File: config.mk
export PLATFORM = sky130hd
export DESIGN_NAME = vram_arbiter_flat
export DESIGN_NICKNAME = d
export VERILOG_FILES = /design/src/rtl/vram_arbiter_if.sv /design/src/rtl/vram_arbiter.sv /design/src/flat_wrapper.sv
export SDC_FILE = /design/constraint.sdc
export NUM_CORES = 1
export LEC_CHECK = 0
export CAP_MARGIN = 20
export CORE_MARGIN = 1
export CORE_UTILIZATION = 40
export CTS_CLUSTER_SIZE = 28
export DETAILED_ROUTE_END_ITERATION = 10
export MAX_ROUTING_LAYER = met4
export PLACE_DENSITY = 0.71
export SETUP_SLACK_MARGIN = 0.4
export SLEW_MARGIN = 0
export SYNTH_ARGS = -nofsm -noshare
export SYNTH_HDL_FRONTEND = slang
export SYNTH_SLANG_ARGS = --single-unit
File: constraint.sdc
create_clock -name CLK -period 5.4 [get_ports CLK]
set_clock_uncertainty 0.05 [all_clocks]
set_input_delay 1.08 -clock CLK [delete_from_list [all_inputs] [get_ports CLK]]
set_output_delay 1.08 -clock CLK [all_outputs]
set_load 0.1 [all_outputs]
File: src/rtl/vram_arbiter_if.sv
`default_nettype none
// ============================================================================
// Module   : vram_arbiter_if
// Brief    : Display, CPU and VRAM-side signal bundle for the VRAM arbiter.
// Revision : 1.0
// ============================================================================
interface vram_arbiter_if #(
    parameter int ADDR_W = 18,
    parameter int DATA_W = 16,
    parameter int WAIT_W = 16
);
    logic              disp_active;
    logic              disp_req;
    logic [ADDR_W-1:0] disp_addr;
    logic [DATA_W-1:0] disp_data;
    logic              disp_valid;

    logic              cpu_req;
    logic              cpu_we;
    logic [ADDR_W-1:0] cpu_addr;
    logic [DATA_W-1:0] cpu_wdata;
    logic              cpu_ack;
    logic [DATA_W-1:0] cpu_rdata;

    logic [ADDR_W-1:0] mem_addr;
    logic [DATA_W-1:0] mem_wdata;
    logic              mem_we;
    logic [DATA_W-1:0] mem_rdata;

    logic              err_overrun;
    logic [WAIT_W-1:0] cpu_wait_max;

    modport slave (
        input  disp_active, disp_req, disp_addr,
        output disp_data, disp_valid,
        input  cpu_req, cpu_we, cpu_addr, cpu_wdata,
        output cpu_ack, cpu_rdata,
        output mem_addr, mem_wdata, mem_we,
        input  mem_rdata,
        output err_overrun, cpu_wait_max
    );

    modport master (
        output disp_active, disp_req, disp_addr,
        input  disp_data, disp_valid,
        output cpu_req, cpu_we, cpu_addr, cpu_wdata,
        input  cpu_ack, cpu_rdata,
        input  mem_addr, mem_wdata, mem_we,
        output mem_rdata,
        input  err_overrun, cpu_wait_max
    );
endinterface
`default_nettype wire

File: src/rtl/vram_arbiter.sv
`default_nettype none
// ============================================================================
// Module   : vram_arbiter
// Brief    : Single-port VRAM arbiter; display reads have strict priority and
//            fixed 3-cycle latency, the CPU req/ack port takes free slots.
// Revision : 1.0
// ============================================================================
module vram_arbiter #(
    parameter int ADDR_W = 18,
    parameter int DATA_W = 16,
    parameter int WAIT_W = 16
) (
    input  logic                 CLK,
    input  logic                 RST_BTN,
    vram_arbiter_if.slave        bus
);
    typedef enum logic [2:0] {
        C_IDLE = 3'd0,
        C_WR   = 3'd1,
        C_RD1  = 3'd2,
        C_RD2  = 3'd3,
        C_ACK  = 3'd4
    } cpu_state_t;

    cpu_state_t        r_state;
    cpu_state_t        w_state_next;
    logic              w_cpu_ack;

    logic              w_disp_acc;
    logic              w_cpu_grant;
    logic              w_cpu_waiting;

    logic [2:0]        r_disp_pipe;
    logic [DATA_W-1:0] r_disp_data;
    logic [DATA_W-1:0] r_cpu_rdata;
    logic [ADDR_W-1:0] r_mem_addr;
    logic [DATA_W-1:0] r_mem_wdata;
    logic              r_mem_we;
    logic              r_err_overrun;
    logic [WAIT_W-1:0] r_wait_cnt;
    logic [WAIT_W-1:0] w_wait_next;
    logic [WAIT_W-1:0] r_wait_max;

    assign w_disp_acc    = bus.disp_req & bus.disp_active;
    assign w_cpu_grant   = ~w_disp_acc & bus.cpu_req & (r_state == C_IDLE);
    assign w_cpu_waiting = w_disp_acc & bus.cpu_req & (r_state == C_IDLE);

    always_ff @(posedge CLK or negedge RST_BTN) begin
        if (!RST_BTN) begin
            r_state <= C_IDLE;
        end else begin
            r_state <= w_state_next;
        end
    end

    always_comb begin
        w_state_next = r_state;
        w_cpu_ack    = 1'b0;
        case (r_state)
            C_IDLE: begin
                if (w_cpu_grant) begin
                    w_state_next = bus.cpu_we ? C_WR : C_RD1;
                end
            end
            C_WR: begin
                w_cpu_ack    = 1'b1;
                w_state_next = C_IDLE;
            end
            C_RD1:   w_state_next = C_RD2;
            C_RD2:   w_state_next = C_ACK;
            C_ACK: begin
                w_cpu_ack    = 1'b1;
                w_state_next = C_IDLE;
            end
            default: w_state_next = C_IDLE;
        endcase
    end

    // One request per cycle into the VRAM: display first, then CPU, else idle.
    always_ff @(posedge CLK or negedge RST_BTN) begin
        if (!RST_BTN) begin
            r_mem_addr  <= '0;
            r_mem_wdata <= '0;
            r_mem_we    <= 1'b0;
        end else if (w_disp_acc) begin
            r_mem_addr  <= bus.disp_addr;
            r_mem_we    <= 1'b0;
        end else if (w_cpu_grant) begin
            r_mem_addr  <= bus.cpu_addr;
            r_mem_wdata <= bus.cpu_wdata;
            r_mem_we    <= bus.cpu_we;
        end else begin
            r_mem_we    <= 1'b0;
        end
    end

    // Stage 0: address out, stage 1: VRAM data returns, stage 2: data presented.
    always_ff @(posedge CLK or negedge RST_BTN) begin
        if (!RST_BTN) begin
            r_disp_pipe   <= '0;
            r_disp_data   <= '0;
            r_cpu_rdata   <= '0;
            r_err_overrun <= 1'b0;
        end else begin
            r_disp_pipe <= {r_disp_pipe[1:0], w_disp_acc};
            if (r_disp_pipe[1]) begin
                r_disp_data <= bus.mem_rdata;
            end
            if (r_state == C_RD2) begin
                r_cpu_rdata <= bus.mem_rdata;
            end
            if (w_disp_acc && r_disp_pipe[0]) begin
                r_err_overrun <= 1'b1;
            end
        end
    end

    always_comb begin
        w_wait_next = r_wait_cnt;
        if (w_cpu_grant) begin
            w_wait_next = '0;
        end else if (w_cpu_waiting && !(&r_wait_cnt)) begin
            w_wait_next = r_wait_cnt + 1'b1;
        end
    end

    always_ff @(posedge CLK or negedge RST_BTN) begin
        if (!RST_BTN) begin
            r_wait_cnt <= '0;
            r_wait_max <= '0;
        end else begin
            r_wait_cnt <= w_wait_next;
            if (w_wait_next > r_wait_max) begin
                r_wait_max <= w_wait_next;
            end
        end
    end

    assign bus.disp_valid   = r_disp_pipe[2];
    assign bus.disp_data    = r_disp_data;
    assign bus.cpu_ack      = w_cpu_ack;
    assign bus.cpu_rdata    = r_cpu_rdata;
    assign bus.mem_addr     = r_mem_addr;
    assign bus.mem_wdata    = r_mem_wdata;
    assign bus.mem_we       = r_mem_we;
    assign bus.err_overrun  = r_err_overrun;
    assign bus.cpu_wait_max = r_wait_max;
endmodule
`default_nettype wire
File: src/flat_wrapper.sv
// flat-port wrapper written by rule: the top's interface ports become plain ports
module vram_arbiter_flat 
#(
    parameter int ADDR_W = 18,
    parameter int DATA_W = 16,
    parameter int WAIT_W = 16
)
  (CLK, RST_BTN, bus_disp_active, bus_disp_req, bus_disp_addr, bus_disp_data, bus_disp_valid, bus_cpu_req, bus_cpu_we, bus_cpu_addr, bus_cpu_wdata, bus_cpu_ack, bus_cpu_rdata, bus_mem_addr, bus_mem_wdata, bus_mem_we, bus_mem_rdata, bus_err_overrun, bus_cpu_wait_max);
  vram_arbiter_if #(.ADDR_W(ADDR_W), .DATA_W(DATA_W), .WAIT_W(WAIT_W)) bus_i ();
  input  logic CLK;
  input  logic RST_BTN;
  input wire logic [$bits(bus_i.disp_active)-1:0] bus_disp_active;
  input wire logic [$bits(bus_i.disp_req)-1:0] bus_disp_req;
  input wire logic [$bits(bus_i.disp_addr)-1:0] bus_disp_addr;
  output wire logic [$bits(bus_i.disp_data)-1:0] bus_disp_data;
  output wire logic [$bits(bus_i.disp_valid)-1:0] bus_disp_valid;
  input wire logic [$bits(bus_i.cpu_req)-1:0] bus_cpu_req;
  input wire logic [$bits(bus_i.cpu_we)-1:0] bus_cpu_we;
  input wire logic [$bits(bus_i.cpu_addr)-1:0] bus_cpu_addr;
  input wire logic [$bits(bus_i.cpu_wdata)-1:0] bus_cpu_wdata;
  output wire logic [$bits(bus_i.cpu_ack)-1:0] bus_cpu_ack;
  output wire logic [$bits(bus_i.cpu_rdata)-1:0] bus_cpu_rdata;
  output wire logic [$bits(bus_i.mem_addr)-1:0] bus_mem_addr;
  output wire logic [$bits(bus_i.mem_wdata)-1:0] bus_mem_wdata;
  output wire logic [$bits(bus_i.mem_we)-1:0] bus_mem_we;
  input wire logic [$bits(bus_i.mem_rdata)-1:0] bus_mem_rdata;
  output wire logic [$bits(bus_i.err_overrun)-1:0] bus_err_overrun;
  output wire logic [$bits(bus_i.cpu_wait_max)-1:0] bus_cpu_wait_max;
  assign bus_i.disp_active = bus_disp_active;
  assign bus_i.disp_req = bus_disp_req;
  assign bus_i.disp_addr = bus_disp_addr;
  assign bus_disp_data = bus_i.disp_data;
  assign bus_disp_valid = bus_i.disp_valid;
  assign bus_i.cpu_req = bus_cpu_req;
  assign bus_i.cpu_we = bus_cpu_we;
  assign bus_i.cpu_addr = bus_cpu_addr;
  assign bus_i.cpu_wdata = bus_cpu_wdata;
  assign bus_cpu_ack = bus_i.cpu_ack;
  assign bus_cpu_rdata = bus_i.cpu_rdata;
  assign bus_mem_addr = bus_i.mem_addr;
  assign bus_mem_wdata = bus_i.mem_wdata;
  assign bus_mem_we = bus_i.mem_we;
  assign bus_i.mem_rdata = bus_mem_rdata;
  assign bus_err_overrun = bus_i.err_overrun;
  assign bus_cpu_wait_max = bus_i.cpu_wait_max;
  vram_arbiter #(.ADDR_W(ADDR_W), .DATA_W(DATA_W), .WAIT_W(WAIT_W)) u_core (.CLK(CLK), .RST_BTN(RST_BTN), .bus(bus_i));
endmodule
==> metrics.md <==
| Metric | Value |
|---|---|
| GP Congestion | `0.875` |
| TNS Setup | `0 ps` |
| Drc violations | `0` |
| FF-to-FF path depth | `12` |
| Fraction of the yosys area taken by sequential cells | `53.8%` |
| Routed vias/inst | `between 5 and 6` |
| Htree depth | `3` |
| Routed via count | `~4000` |
| Post-Route WL | `12100 µm` |
| CTS sink cnt | `about 110` |
| Fmax achieved | `0.231 GHz` |
| CP most frequent cell | `nand4_1` |
| Die width | `113 µm` |
| CTS Hold Buffers Added | `0` |
| CP startpoint kind | `input port` |
| Pins Over Slew Limit | `0` |
| Worst-path clk slew | `80 ps` |
| Die area | `0.0128 mm²` |
| Crit path largest cell delay | `490 ps` |
| FILL cells | `1043` |
| Die Ht | `about 110 µm` |
| Critical path's slowest cell | `clkdlybuf4s50_1` |
| Maximum VDD drop | `0.301 mV` |
| Layout area overhead | `41.8%` |
| Crit path arrival time | `4510 ps` |
| Avg Cell Area, Syn | `around 11 µm²` |
| Synth warn | `0` |
| Transition time of the tightest slew-check pin | `1020 ps` |
| CP max FO | `8` |
| WHS | `approximately 320 ps` |
| Most common cell after layout, fill and taps aside | `clkdlybuf4s50_1` |
| Yosys cell types | `50` |
| Largest net degree at the start of global routing | `between 50 and 60` |
| WL/cell | `~16 µm` |
| Worst-Skew Late Latency | `between 300 and 400 ps` |
| Setup bufs post-CTS | `0` |
| CP endpoint kind | `flip-flop` |
| Final setup viols | `0` |
| Initial Util | `41.0%` |
| CP endpoint | `u_core.bus.cpu_wait_max[15]$_DFFE_PN0N_` |
| Mapped Area | `between 0.004 and 0.005 mm²` |
| Hold Violations, Final | `0` |
| PwrDens | `623 mW/mm²` |
| # rows | `40` |
| Tot GR Track Use | `19.7%` |
| Synthesized netlist cell count | `467` |
| FF+latch area | `0.00265 mm²` |
| Placed Area | `0.00665 mm²` |
| CTS root buf | `clkbuf_16` |
| Number of antenna violations at the first check in global routing | `0` |
| Worst hold path startpoint | `u_core.r_disp_pipe[0]$_DFF_PN0_` |
| Post-DP HPWL | `approximately 9000 µm` |
| Slew headroom | `31.5%` |
| Core area | `0.0120 mm²` |
| Final Critical Period | `4330 ps` |
| Detail Route Antenna Nets | `0` |
| Crit path from | `bus_disp_active` |
| Seq cells post-synth | `106` |
| Synth Net Count | `between 500 and 600` |
| # resized after CTS | `0` |
| Reg-to-reg critical path startpoint | `u_core.r_wait_cnt[0]$_DFF_PN0_` |
| Drt first-iter violations | `244` |
| RSZ-0062 raised after global routing | `no` |
| Leak Pwr | `3.19 nW` |
| Antenna cell count | `0` |
| CTS tree | `built` |
| Fin area | `0.00699 mm²` |
| Drt first pass iters | `4` |
| Total power | `4.35 mW` |
| Worst Path Required | `5580 ps` |
| Worst r2r dst | `u_core.bus.cpu_wait_max[15]$_DFFE_PN0N_` |
| Share of cells above drive strength 1 | `11.6%` |
| Cells along the critical path | `clkdlybuf4s50_1, and3_1, nand4_1, nor4_2, mux2i_1, ha_1, nand4_1, nor4_1, a21boi_1, o31a_1, buf_4, mux2_2` |
| Vias in the first global route | `3871` |
| CTS max path bufs | `2` |
| Port Buffer Count | `159` |
| Status | `finished clean` |
| Setup Crit Path Kind | `in2reg` |
| Most frequent cells in the layout | `158 x clkdlybuf4s50_1, 149 x nand2_1, 106 x dfrtp_1, 22 x mux2_2` |
| Flop-to-flop setup slack | `approximately 1700 ps` |
| Tcrit/Tclk final | `80.2%` |
| Grt ovf | `0` |
| Final net count | `roughly 720` |
| Num CTS Buffers | `9` |
| Number of max-cap violations | `0` |
| First-pass GRT wire length | `19400 µm` |
| I/O pin cnt | `160` |
| Area of the multi-input gates | `0.00209 mm²` |
| HP Class | `reg2reg` |
routing by layer:
layer  vias up  share of wire (%)  global-route usage (%)  routed length, µm
li1       1918                  -                       -                  -
met2       128                 48                    31.1               5810
met1      1906                 46                    25.6               5560
met4         0                1.0                    6.14                125
met3         9                4.9                    3.91                589
met5         -                  0                       -                  0
how the worst min path moves through the flow:
stage                                                  to  depth (start not counted)
after floorplan           u_core.r_disp_pipe[2]$_DFF_PN0_                          0
after global placement    u_core.r_disp_pipe[1]$_DFF_PN0_                          0
after detailed placement  u_core.r_disp_pipe[1]$_DFF_PN0_                          0
after CTS                 u_core.r_disp_pipe[1]$_DFF_PN0_                          0
after global routing      u_core.r_disp_pipe[1]$_DFF_PN0_                          0
final                     u_core.r_disp_pipe[1]$_DFF_PN0_                          0
state kept, by name, summed over array words and instances, names as in the netlist:
| signal | cells |
|---|---|
| u_core.bus.mem_addr | 18 |
| u_core.bus.mem_we | 1 |
| u_core.r_disp_pipe | 3 |
| u_core.bus.mem_wdata | 16 |
| u_core.bus.disp_data | 16 |
| u_core.bus.cpu_wait_max | 16 |
| u_core.r_wait_cnt | 16 |
| u_core.r_state | 3 |
| u_core.bus.err_overrun | 1 |
| u_core.bus.cpu_rdata | 16 |
Yosys cell counts (all sizes together):
cell type	instances	area (µm²)
a22oi	18	135
o21ai	4	20.0
nand2	149	559
mux2	32	398
and3	3	18.8
or4	2	15.0
o21a	1	7.51
nor2b	1	6.26
or3	3	18.8
clkinv	1	3.75
nor2	4	15.0
o211ai	1	7.51
nand4	11	87.6
nand2b	5	31.3
xnor2	1	8.76
nor4	7	86.3
a21boi	2	15.0
inv	19	71.3
nor4b	1	15.0
a21oi	13	80.1
and4	5	43.8
nand3	8	40.0
a211oi	2	20.0
a31oi	3	18.8
nor3	6	46.3
ha	17	213
a21o	3	22.5
a221o	1	10.0
and2	6	37.5
o31ai	3	22.5
nand3b	2	15.0
dfrtp	106	2650
o31a	1	8.76
buf	13	85.1
clkbuf	6	22.5
mux2i	7	70.1
stage by stage:
step | setup WS [ps] | cells | utilization, %
5_1_grt | 769 | 778 | 58.2
6_report | 1070 | 778 | 58.2
3_3_place_gp | 884 | 761 | 55.3
4_1_cts | 1030 | 777 | 58.1
2_1_floorplan | 1540 | 467 | -
3_5_place_dp | 666 | 761 | 55.3
cell type report:
cell class	instances	area share (%)
clock inverters	7	1.54
inverters	20	1.07
flip-flops and latches	106	38.0
well taps	147	2.63
clock buffers	9	3.22
multi-input cells	322	30.0
repair buffers	167	23.6
kinds of logic (layout without fill, tap and decap cells):
logic type | Yosys count | count (layout) | synth area share [%]
muxes | 39 | 39 | 9.49
buffers and inverters | 39 | 203 | 3.71
DFF | 106 | 106 | 53.8
and+or+nand+nor | 213 | 213 | 21.0
adders and majority gates | 17 | 17 | 4.32
AOI/OAI and AO/OA | 52 | 52 | 7.46
xor gates and xnor gates | 1 | 1 | 0.178
worst max-delay path, delay by kind of cell:
kind / cells / cell delay, ps
AOI/OAI and AO/OA: 2 / 390
adders and majority gates: 1 / 210
buffers and inverters: 2 / 690
muxes: 2 / 720
and+or+nand+nor: 5 / 1410
power breakdown:
part	internal [mW]	total [mW]	switching [mW]	leakage (nW)
clock network	0.377	0.699	0.321	0.160
logic	0.597	2.52	1.92	1.69
registers	1.00	1.14	0.130	1.35
Note: power is estimated with default switching activity, not from simulation.
